--- config.mk ---
export PLATFORM = sky130hd
export DESIGN_NAME = x2c_wr_ctrl
export DESIGN_NICKNAME = d
export VERILOG_FILES = /design/src/rtl/x2c_wr_ctrl.sv
export SDC_FILE = /design/constraint.sdc
export NUM_CORES = 1
export LEC_CHECK = 0
export ABC_AREA = 1
export CAP_MARGIN = 20
export CORE_AREA = 2 2 260 262
export CTS_BUF_LIST = sky130_fd_sc_hd__clkbuf_8
export CTS_CLUSTER_SIZE = 10
export DETAILED_ROUTE_END_ITERATION = 8
export DIE_AREA = 0 0 262 264
export DONT_BUFFER_PORTS = 1
export PLACE_DENSITY = 0.35
export SETUP_SLACK_MARGIN = 0.1
export SYNTH_ARGS = -nofsm -noshare
export SYNTH_HDL_FRONTEND = slang
export SYNTH_SLANG_ARGS = --single-unit
--- constraint.sdc ---
create_clock -name clk -period 2.2 [get_ports clk]
set_input_delay 0.33 -clock clk [delete_from_list [all_inputs] [get_ports clk]]
set_output_delay 0.33 -clock clk [all_outputs]
set_load 0.005 [all_outputs]
--- src/rtl/x2c_wr_ctrl.sv ---
// ---------------------------------------------------------------------------
// x2c_wr_ctrl
//
// Admission and write controller between the 10G serial-to-parallel converter
// and the X2C data/ctrl FIFO plus byte-count FIFO.
//
// At the first 256-bit word of each packet, the block decides whether to pass
// or drop the packet. A packet is admitted only when all of these hold:
//   - the link is up;
//   - the byte-count FIFO is not full;
//   - the data FIFO has at least MAX_PKT_WORDS free words.
// Because that reservation is made once, at admission, an admitted packet can
// never overflow either FIFO.
//
// Once a packet is admitted:
//   - Words beyond MAX_PKT_WORDS are discarded and the packet is flagged as
//     truncated.
//   - If the link is lost mid-packet, the packet is closed with an
//     error-flagged byte count. The rest of that packet, including its own
//     late byte count, is then dropped.
//
// Optional feature: define X2C_STATS_EN to add the pass_cnt/trunc_cnt
// statistics outputs.
//
// Parameters
//   MAX_PKT_WORDS  max words per packet and the admission free-space reserve
//   FREE_W         width of the data-FIFO free-word count
//
// Ports
//   clk          clock
//   reset_       asynchronous active-low reset
//   linkup       link status from the converter
//   s_we         word valid from the converter
//   s_data       256-bit parallel data
//   s_ctrl       32-bit parallel ctrl
//   s_bcnt_we    byte-count valid (end of packet)
//   s_byte_cnt   byte count: [15:0] bytes, [31:24] sof lane code
//   d_free       data/ctrl FIFO free words
//   b_full       byte-count FIFO full
//   d_we         data/ctrl FIFO write enable
//   d_dout       data to FIFO (follows s_data every cycle)
//   c_dout       ctrl to FIFO (follows s_ctrl every cycle)
//   b_we         byte-count FIFO write enable
//   b_din        byte count to FIFO: bit16 = truncated, bit17 = link error
//   drop_cnt     dropped packets, saturating
//   busy         controller is inside a packet (state != IDLE)
//   pass_cnt     [X2C_STATS_EN] cleanly written packets, wrapping
//   trunc_cnt    [X2C_STATS_EN] truncated or aborted packets, saturating
//
// State table
//   state  | meaning
//   IDLE   | between packets; the next word decides pass or drop
//   PASS   | admitted packet in progress; words are written to the FIFO
//   ABORT  | link lost mid-packet; write the error byte count (one cycle)
//   DROP   | discard words until the packet's byte count arrives
// ---------------------------------------------------------------------------
module x2c_wr_ctrl #(
    parameter int MAX_PKT_WORDS = 48,
    parameter int FREE_W        = 9
) (
    input  logic              clk,
    input  logic              reset_,
    input  logic              linkup,
    input  logic              s_we,
    input  logic [255:0]      s_data,
    input  logic [31:0]       s_ctrl,
    input  logic              s_bcnt_we,
    input  logic [31:0]       s_byte_cnt,
    input  logic [FREE_W-1:0] d_free,
    input  logic              b_full,
    output logic              d_we,
    output logic [255:0]      d_dout,
    output logic [31:0]       c_dout,
    output logic              b_we,
    output logic [31:0]       b_din,
    output logic [15:0]       drop_cnt,
    output logic              busy
`ifdef X2C_STATS_EN
    ,
    output logic [31:0]       pass_cnt,
    output logic [15:0]       trunc_cnt
`endif
);

    localparam int WCNT_W = $clog2(MAX_PKT_WORDS + 1);

    localparam logic [1:0] ST_IDLE  = 2'd0;
    localparam logic [1:0] ST_PASS  = 2'd1;
    localparam logic [1:0] ST_ABORT = 2'd2;
    localparam logic [1:0] ST_DROP  = 2'd3;

    localparam logic [FREE_W-1:0] FREE_RESV = FREE_W'(MAX_PKT_WORDS);
    localparam logic [WCNT_W-1:0] WCNT_MAX  = WCNT_W'(MAX_PKT_WORDS);
    localparam logic [31:0]       BIT_TRUNC = 32'h0001_0000;
    localparam logic [31:0]       BIT_LERR  = 32'h0002_0000;

    logic [1:0]        state;
    logic [1:0]        state_nxt;
    logic [WCNT_W-1:0] wcnt;
    logic [WCNT_W-1:0] wcnt_nxt;
    logic              trunc;
    logic              trunc_nxt;
    logic              trunc_w;
    logic              d_we_nxt;
    logic              b_we_nxt;
    logic [31:0]       b_din_nxt;
    logic              drop_inc;
    logic              admit;
    logic              word_room;

    assign admit     = s_we & linkup & ~b_full & (d_free >= FREE_RESV);
    assign word_room = (wcnt < WCNT_MAX);

    always_comb begin
        state_nxt = state;
        wcnt_nxt  = wcnt;
        trunc_nxt = trunc;
        trunc_w   = trunc;
        d_we_nxt  = 1'b0;
        b_we_nxt  = 1'b0;
        b_din_nxt = b_din;
        drop_inc  = 1'b0;

        case (state)
            ST_IDLE: begin
                if (s_we) begin
                    if (admit) begin
                        d_we_nxt = 1'b1;
                        if (s_bcnt_we) begin
                            // Single-word packet: admitted and closed in one cycle.
                            b_we_nxt  = 1'b1;
                            b_din_nxt = s_byte_cnt & ~BIT_TRUNC;
                            wcnt_nxt  = '0;
                        end else begin
                            state_nxt = ST_PASS;
                            wcnt_nxt  = WCNT_W'(1);
                        end
                    end else if (s_bcnt_we) begin
                        drop_inc = 1'b1;
                    end else begin
                        state_nxt = ST_DROP;
                    end
                end
            end

            ST_PASS: begin
                // A word arriving together with the byte count is accounted
                // first, so that the truncation flag reaches this byte count.
                if (s_we) begin
                    if (word_room) begin
                        d_we_nxt = 1'b1;
                        wcnt_nxt = wcnt + WCNT_W'(1);
                    end else begin
                        trunc_w = 1'b1;
                    end
                end
                trunc_nxt = trunc_w;

                if (s_bcnt_we) begin
                    b_we_nxt  = 1'b1;
                    b_din_nxt = (s_byte_cnt & ~BIT_TRUNC) | (trunc_w ? BIT_TRUNC : 32'h0);
                    state_nxt = ST_IDLE;
                    wcnt_nxt  = '0;
                    trunc_nxt = 1'b0;
                end else if (!linkup) begin
                    state_nxt = ST_ABORT;
                end
            end

            ST_ABORT: begin
                b_we_nxt  = 1'b1;
                b_din_nxt = BIT_LERR | (trunc ? BIT_TRUNC : 32'h0);
                wcnt_nxt  = '0;
                trunc_nxt = 1'b0;
                // The aborted packet's own byte count may already be here.
                if (s_bcnt_we) begin
                    drop_inc  = 1'b1;
                    state_nxt = ST_IDLE;
                end else begin
                    state_nxt = ST_DROP;
                end
            end

            ST_DROP: begin
                if (s_bcnt_we) begin
                    drop_inc  = 1'b1;
                    state_nxt = ST_IDLE;
                end
            end

            default: begin
                state_nxt = ST_IDLE;
                wcnt_nxt  = '0;
                trunc_nxt = 1'b0;
            end
        endcase
    end

    always_ff @(posedge clk or negedge reset_) begin
        if (!reset_) begin
            state    <= ST_IDLE;
            wcnt     <= '0;
            trunc    <= 1'b0;
            d_we     <= 1'b0;
            d_dout   <= '0;
            c_dout   <= '0;
            b_we     <= 1'b0;
            b_din    <= '0;
            drop_cnt <= '0;
            busy     <= 1'b0;
        end else begin
            state  <= state_nxt;
            wcnt   <= wcnt_nxt;
            trunc  <= trunc_nxt;
            d_we   <= d_we_nxt;
            d_dout <= s_data;
            c_dout <= s_ctrl;
            b_we   <= b_we_nxt;
            b_din  <= b_din_nxt;
            busy   <= (state_nxt != ST_IDLE);
            if (drop_inc && (drop_cnt != 16'hFFFF)) begin
                drop_cnt <= drop_cnt + 16'd1;
            end
        end
    end

`ifdef X2C_STATS_EN
    logic pass_inc;
    logic trunc_inc;

    assign pass_inc  = b_we_nxt & ~b_din_nxt[16] & ~b_din_nxt[17];
    assign trunc_inc = b_we_nxt & (b_din_nxt[16] | b_din_nxt[17]);

    always_ff @(posedge clk or negedge reset_) begin
        if (!reset_) begin
            pass_cnt  <= '0;
            trunc_cnt <= '0;
        end else begin
            if (pass_inc) begin
                pass_cnt <= pass_cnt + 32'd1;
            end
            if (trunc_inc && (trunc_cnt != 16'hFFFF)) begin
                trunc_cnt <= trunc_cnt + 16'd1;
            end
        end
    end
`endif

endmodule

# Word-level counts from Yosys, hierarchy flattened
# Index checks and enable logic that the tools add are counted.
[op_classes] bitwise_logic=5 n_reduce_logical=8 n_eq_ne=10 add_sub_neg=2 n_lt_le_gt_ge=2 mux=40
[op_table] operator="$mux W32" count=4
[op_table] operator="$pmux W32 S3" count=1
[op_table] operator="$mux W17" count=2
[op_table] operator="$or A32 B17 Y32" count=1
[op_table] operator="$mux W6" count=5
[op_table] operator="$pmux W6 S3" count=1
[op_table] operator="$add A16 B1 Y16 const B" count=1
[op_table] operator="$mux W2" count=8
[op_table] operator="$ne A16 B16 Y1 const B" count=1
[op_table] operator="$mux W1" count=14
[op_table] operator="$reduce_and A5 Y1" count=2
[op_table] operator="$ge A9 B6 Y1 const B" count=1
[op_table] operator="$ne A2 B2 Y1 const B" count=4
[op_table] operator="$pmux W2 S4" count=1
[op_table] operator="$add A6 B1 Y6 const B" count=1
[op_table] operator="$lt A6 B6 Y1 const B" count=1
[op_table] operator="$ne A3 B3 Y1 const B" count=2
[op_table] operator="$pmux W1 S2" count=3
[op_table] operator="$eq A2 B2 Y1 const B" count=2
[op_table] operator="$reduce_bool A2 Y1" count=2
[op_table] operator="$and A1 B1 Y1" count=3
[op_table] operator="$pmux W1 S3" count=1
[op_table] operator="$reduce_bool A3 Y1" count=1
[op_table] operator="$eq A2 B1 Y1 const B" count=1
[op_table] operator="4 further kinds" count=4
[totals] regBits=348 input_bits=335 wordCells=77

# Depth between registers and ports, before layout
# Gate-level depths: netlist of run 1.
[logic_depth] depth_word=8 depth_mapped=10 ltp_nobuf=9

# Worst setup path after synthesis of run 1
# OpenSTA, ideal clock, no wires.
[synth_path] kind="reg-to-reg" start="reg state[0]" end="reg b_din[3]" setup_ps=77 path_stages_with_launch=9 arrival_time_ps=1580 path_buffers=1 required_time_ps=2123 setup_slack_ps=543 path_cell_list="dfrtp_1 > inv_1 > ha_1 > inv_1 > nand2_1 > o211ai_2 > clkbuf_1 > nand2_1 > o21ai_1"
[synth_via] elab_chain_len=3
[synth_lines] item="start, declared" line="97" rtl="logic [1:0] state;"
[synth_lines] item="start signal, assigned" line="212" rtl="state <= state_nxt;"
[synth_lines] item="$eq A2 B1 Y1 (tied with other cells)" line="124" rtl="case (state)"
[synth_lines] item="$ne A2 B2 Y1 (no line) or $reduce_bool A3 Y1 (tied branches)"
[synth_lines] item="$reduce_and A5 Y1 (no line)"
[synth_lines] item="end signal, assigned" line="219" rtl="b_din <= b_din_nxt;"
[synth_lines] item="end, declared" line="75" rtl="output logic [31:0] b_din,"
# Several ways; a longest one is shown, not always the timed one.
# A chain may end at the register's enable or synchronous reset.

# Worst setup path after layout of run 1
[layout_path] start="reg state[1]" end="reg state[1]"
[layout_via] elab_chain_len=4
[layout_lines] item="$mux W2, on equally long branches" line="138, 129"
[layout_lines] item="$mux W2" line="127" rtl="if (admit) begin"
[layout_lines] item="$mux W2" line="126" rtl="if (s_we) begin"
[layout_lines] item="$pmux W2 S4 (*)" line="124"
[layout_lines] item="named net state_nxt[1]" line="98" rtl="logic [1:0] state_nxt;"
# Mark *: on every way through the listed nets, which the timed path passes. The rest lies on a longest branch.

==> results of run 1 <==
-- metrics by stage --
stage / setup slack [ps] / util / instance area (um^2) / power (mW) / cells
after floorplan: 543 / - / 10300 / 8.71 / 684
after global placement: 363 / 0.172 / 11400 / 9.49 / 1552
after detailed placement: 332 / 0.172 / 11400 / 9.51 / 1552
after CTS: 260 / 0.240 / 16000 / 16.7 / 1978
after global routing: 140 / 0.240 / 16000 / 17.3 / 1986
final: 307 / 0.241 / 16000 / 16.3 / 1992
-- cells in the final DEF (no fill, tap or decap), types with 3 or more instances in the layout --
cell type	instances
diode_2	14
clkbuf_8	70
xor2_1	3
nor2_1	22
buf_4	7
clkinv_2	13
nand3_1	18
o21ai_1	5
dlygate4sd3_1	323
dfrtp_1	348
ha_1	5
nand4_1	24
nor3_1	5
nand2_1	157
nand3b_1	3
inv_1	31
o21ai_0	39
a21oi_1	3
bufinv_16	7
-- layer usage --
| metal | vias to the layer above | wire, um | share of wire |
|---|---|---|---|
| met1 | 3284 | 14400 | 0.38 |
| met2 | 449 | 17900 | 0.47 |
| met5 | - | 77 | 0.0020 |
| met4 | 12 | 1350 | 0.035 |
| met3 | 86 | 4360 | 0.11 |
| li1 | 2986 | - | - |
-- final cells by class --
class	count	area share
Clock buffer	70	0.0602
Antenna cell	14	0.00219
Clock inverter	33	0.0223
Multi-Input combinational cell	299	0.0902
Timing Repair Buffer	332	0.208
Tap cell	873	0.0682
Inverter	23	0.00539
Sequential cell	348	0.544
-- power groups by stage --
stage	Combinational [mW]	Clock (mW)	Sequential, mW
6_report	2.32	6.46	7.56
5_1_grt	2.64	7.05	7.63
4_1_cts	2.36	6.74	7.58
3_5_place_dp	1.83	0	7.68
3_3_place_gp	1.79	0	7.70
2_1_floorplan	1.25	0	7.46
-- final timing paths --
path / slack (ps) / cells past startpoint / to / start
setup / recovery: 310 / 9 / state[1] / state[1]
hold / removal: -620 / 0 / d_dout[241] / reset_
setup reg to reg: 310 / 9 / state[1] / state[1]
hold reg to reg: 520 / 2 / b_din[27] / b_din[27]
max in group asynchronous: 2310 / 0 / b_din[30] / reset_
min in group clk: 100 / 4 / state[0] / linkup
-- worst max-delay path: stages (launching register included) --
cell and delay, ps:
dfrtp_1 410, inv_1 140, ha_2 250, clkinv_1 90
nor2_1 150, nand2_1 70, nand3_1 70, nand2_1 70
nand2_1 60, dlygate4sd3_1 530
-- logic make-up (layout without fill, tap and decap cells) --
group                    count (synthesis)  after routing  share of synthesized area
AO/OA/AOI/OAI                           50             50                     0.0255
other                                    0             14                          0
XOR/XNOR                                 5              5                    0.00426
AND/OR/NAND/NOR                        238            238                      0.102
buffers and inverters                   37            458                     0.0146
flip-flops                             348            348                      0.846
adder cells (fa/ha/maj)                  6              6                    0.00729
-- state kept, by name, indices dropped and copies added (netlist names) --
name,flops
d_we,1
wcnt,6
d_dout,256
trunc,1
drop_cnt,16
b_din,32
c_dout,32
state,2
b_we,1
busy,1
-- what timing repair did --
| item | in CTS | in global routing |
|---|---|---|
| hold endpoints to repair | 675 | 348 |
| setup endpoints to repair | 0 | 2 |
| gates resized for setup | 0 | 1 |
| buffers inserted | 0 | 0 |
==> impl_results.md, run 1 <==
* Outcome: complete, but fails checks
* Violated checks: hold timing
* Logic pwr share at 0.142
* Max_cap viols at 0
* Crit path kind: flip-flop to flip-flop
* Netlist cell types at 26
* Register Area at 0.00871 mm^2
* Clock Pin Slew Worst Setup and Hold Paths at 70 ps
* # fillers at 6,984
* Fraction of the cycle the final worst path needs at 0.861
* Main flop type after synthesis: dfrtp_1
* Layer with the highest usage: met2
* PwrDens at 1020 mW/mm^2
* Setup crit start kind: flip-flop
* Number of global-route vias before repair at 7,550
* EDFF count, synth at 0
* Ys Warns at 0
* CTS Sinks at 348
* Total gr overflow at 0
* Fin Setup TNS at 0 ps
* Met1 Resource Use GR at 0.117
* Setup Viol. Count Final at 0
* Gp weighted congestion at 0.759
* DRC at 0
* Bufs on Longest Clock Path at 3
* CTS Hold Bufs at 323
* Worst clock skew at 10.2 ps
* CP Max Fanout at 4
* Gr usage total at 0.105
* Multi-input gate area at 0.00144 mm^2
* NumNets Final at 1,402
* Initial antenna violation count at 24
* Max_slew headroom at 0.616
* Seq cells post-synth at 348
* Wire per inst at 19.1 um
* P_leak at 6.98 nW
* Cts bufs inserted at 57
* Clk pwr share at 0.395
* Met2 Use GR at 0.170
* Vias per cell at 3.42
* Crit end category: flip-flop
* Mapped Area at 0.0103 mm^2
* Chip Height at 264 um
* Final Hold Fails at 348
* Skew-Pair Late Insertion Delay at 630 ps
* Register area share after synthesis at 0.846
* FFs w/ async S/R, synth at 1.00
* P_sw at 4.58 mW
* Worst-margin pin slew at 576 ps
* CTS tree: yes
* Routed wire length at 38.0 mm
* Cell count after synthesis at 684
* Syn Nets at 1,025
* Vias at 6,817
* Global-route wire length before repair at 52.2 mm
* Share of cells above drive strength 1 at 0.103
* Met3 usage at 0.0489
* HP Class: input port to asynchronous set/reset pin
* # IOs at 674
* Post-synth top cells: dfrtp_1, nand2_1, o21ai_0
* Min Tclk post-route at 1890 ps
* Internal cell power at 11.7 mW
* Post-synth top area cell: dfrtp_1
* Initial Util at 0.155
* Most frequent cell after synthesis: dfrtp_1
* # port buffers at 0
* Maximum VDD drop at 0.600 mV
* CTS H-tree lvls at 2
* Avg Inst Size Synth at 15.0 um^2
* Slew Limit Fails at 0
* DP HPWL at 27.8 mm
* Root buffer cell: clkbuf_8
* ANT nets after route at 0
* Die area at 0.0692 mm^2
* Fmax at 528 MHz
* Area fraction of the dominant cell type after synthesis at 0.846
* Unrepaired setup endpoints after global routing: no
* Largest net degree at the start of global routing at 349
* Std cell rows at 95
* CORE AREA at 0.0666 mm^2
* Sw Share at 0.281
* First-pass DRT Iterations at 4
* Power share of the sequential group at 0.463
* CP arrival at 2460 ps
* Die Wd at 262 um
* DR iter-0 viols at 357
* Worst hold slack at -621 ps
* Top post-synthesis cells by area: dfrtp_1, nand2_1, o21ai_0
* Layout area overhead at 55.6%
* Worst EP required at 2770 ps
No activity file was read; power rests on OpenSTA's default activity.
==> run 2: changes to the inputs <==
==> constraint.sdc (replaced) <==
create_clock -name clk -period 1.9 [get_ports clk]
set_input_delay 0.285 -clock clk [delete_from_list [all_inputs] [get_ports clk]]
set_output_delay 0.285 -clock clk [all_outputs]
set_load 0.005 [all_outputs]
==> run 2 against run 1 <==
The run still ends with hold timing left. Core utilization rose by 0.46 points. First-iteration DRC count shrank 41%. Count of clock-buffer cells in the layout unchanged. Largest power group unchanged. Sequential share of layout area fell by 1.0 points. Largest cell class unchanged. Sequential power is 16% higher. Combinational power is 35% higher. Die area did not move.
==> impl_results.md, run 2 (synthesized netlist as in run 1, its figures left out) <==
* Outcome: complete, but fails checks
* Violated checks: hold timing
* Min Tclk post-route at 1700 ps
* Worst EP required at 2440 ps
* Max reg flops at 256
* PwrDens at 1210 mW/mm^2
* Clock Pin Slew Worst Setup and Hold Paths at 70 ps
* DR iter-0 viols at 209
* # IOs at 674
* NumNets Final at 1,421
* Crit path kind: flip-flop to flip-flop
* Root buffer cell: clkbuf_8
* CP Max Fanout at 20
* CTS Hold Bufs at 323
* Initial Util at 0.155
* # port buffers at 0
* # placed instances at 1,565
* Worst clock skew at 27.8 ps
* Max_slew headroom at 0.635
* Worst hold slack at -665 ps
* Die area at 0.0692 mm^2
* P_leak at 7.11 nW
* Unrepaired setup endpoints after global routing: no
* Finished Layout Cells at 2,018
* Setup crit start kind: flip-flop
* Slew Limit Fails at 0
* Wire per inst at 19.4 um
* Number of global-route vias before repair at 7,611
* First-pass DRT Iterations at 4
* Bufs on Longest Clock Path at 3
* Total gr overflow at 0
* CTS H-tree lvls at 2
* Crit end category: flip-flop
* Global-route wire length before repair at 53.8 mm
* Layout area overhead at 58.6%
* Most frequent cells in the layout: dfrtp_1, dlygate4sd3_1, nand2_1
* Gr usage total at 0.107
* Std cell rows at 95
* Vias per cell at 3.45
* Maximum VDD drop at 0.587 mV
* Most common cell after layout, fill and taps aside: dfrtp_1
* Gp weighted congestion at 0.769
* Largest net degree at the start of global routing at 349
* CTS tree: yes
* CTS Sinks at 348
* Fin Setup TNS at 0 ps
* CP arrival at 2240 ps
* Vias at 6,962
* Worst-margin pin slew at 548 ps
* Fraction of the cycle the final worst path needs at 0.893
* Tot Pwr at 19.8 mW
* Fmax at 589 MHz
* Largest regs: d_dout: 256 flops, b_din: 32 flops, c_dout: 32 flops
* Die Wd at 262 um
* Skew-Pair Late Insertion Delay at 660 ps
* Max_cap viols at 0
* HP Class: input port to asynchronous set/reset pin
* CORE AREA at 0.0666 mm^2
* Cts bufs inserted at 59
* Final Hold Fails at 348
* DP HPWL at 28.1 mm
* Chip Height at 264 um
* Share of cells above drive strength 1 at 0.129
* Largest Register: d_dout
* Routed wire length at 39.2 mm
* ANT nets after route at 0
* Setup Viol. Count Final at 0
* Initial antenna violation count at 27
* DRC at 0
-- run 2: changes by cell type in the layout (fill, tap and decap cells not counted), moves of 2 or more --
cell | previous run | this run
diode_2 | 14 | 16
buf_4 | 7 | 19
inv_1 | 31 | 28
clkinvlp_4 | 2 | 6
buf_12 | 2 | 4
clkinv_4 | 0 | 2
bufinv_16 | 7 | 9
-- run 2: metal layers --
layer  vias up  global-route usage  share of wire
li1       3028                   -              -
met1      3407               0.121           0.38
met2       446               0.176           0.47
met3        73              0.0487           0.12
met4         8              0.0431          0.031
met5         -                   0         0.0012
-- run 2: area by class of cell --
type | count | area (um^2)
multi-input cells | 299 | 1470
diodes | 16 | 40.0
well taps | 873 | 1090
fillers | 6945 | 50200
clock buffers | 70 | 963
clock inverters | 40 | 462
flip-flops and latches | 348 | 8710
repair buffers | 349 | 3500
inverters | 23 | 86.3
-- run 2: what timing repair did --
| action | 4_1_cts | 5_1_grt |
|---|---|---|
| resized for setup | 0 | 10 |
| setup buffers | 0 | 3 |
| endpoints found under the setup margin | 0 | 33 |
| hold endpoints to repair | 679 | 348 |
-- run 2: worst max-delay path, cell delays in order, from the launching register on --
cell and delay, ps:
dfrtp_2 440, inv_1 130, ha_2 240, inv_1 110, nand2_2 120, o211ai_4 100
buf_12 160, buf_12 150, nand2_1 60, o21ai_0 80
-- run 2: final timing paths --
kind                               end  slack [ps]  startpoint  cells past startpoint
setup / recovery             b_din[15]         200    state[0]                      9
hold / removal             d_dout[241]        -670      reset_                      0
setup reg to reg             b_din[15]         200    state[0]                      9
hold reg to reg              b_din[13]         510   b_din[13]                      2
max in group asynchronous      wcnt[5]        2100      reset_                      0
min in group clk                  d_we         100        s_we                      6
-- run 2: through the flow --
stage               utilization  setup slack (ps)  hold WS [ps]  area, um^2
detailed placement        0.173               138         -3.62       11500
finish                    0.245               202          -665       16300
floorplan                     -               243         -10.6       10300
CTS                       0.243               147          -774       16200
global route              0.245               105          -751       16300
global placement          0.173               154         -3.93       11500
-- run 2: power breakdown --
part	switching [mW]	internal (mW)
clock network	3.28	4.65
registers	0.615	8.13
logic	1.70	1.44
total	5.59	14.2
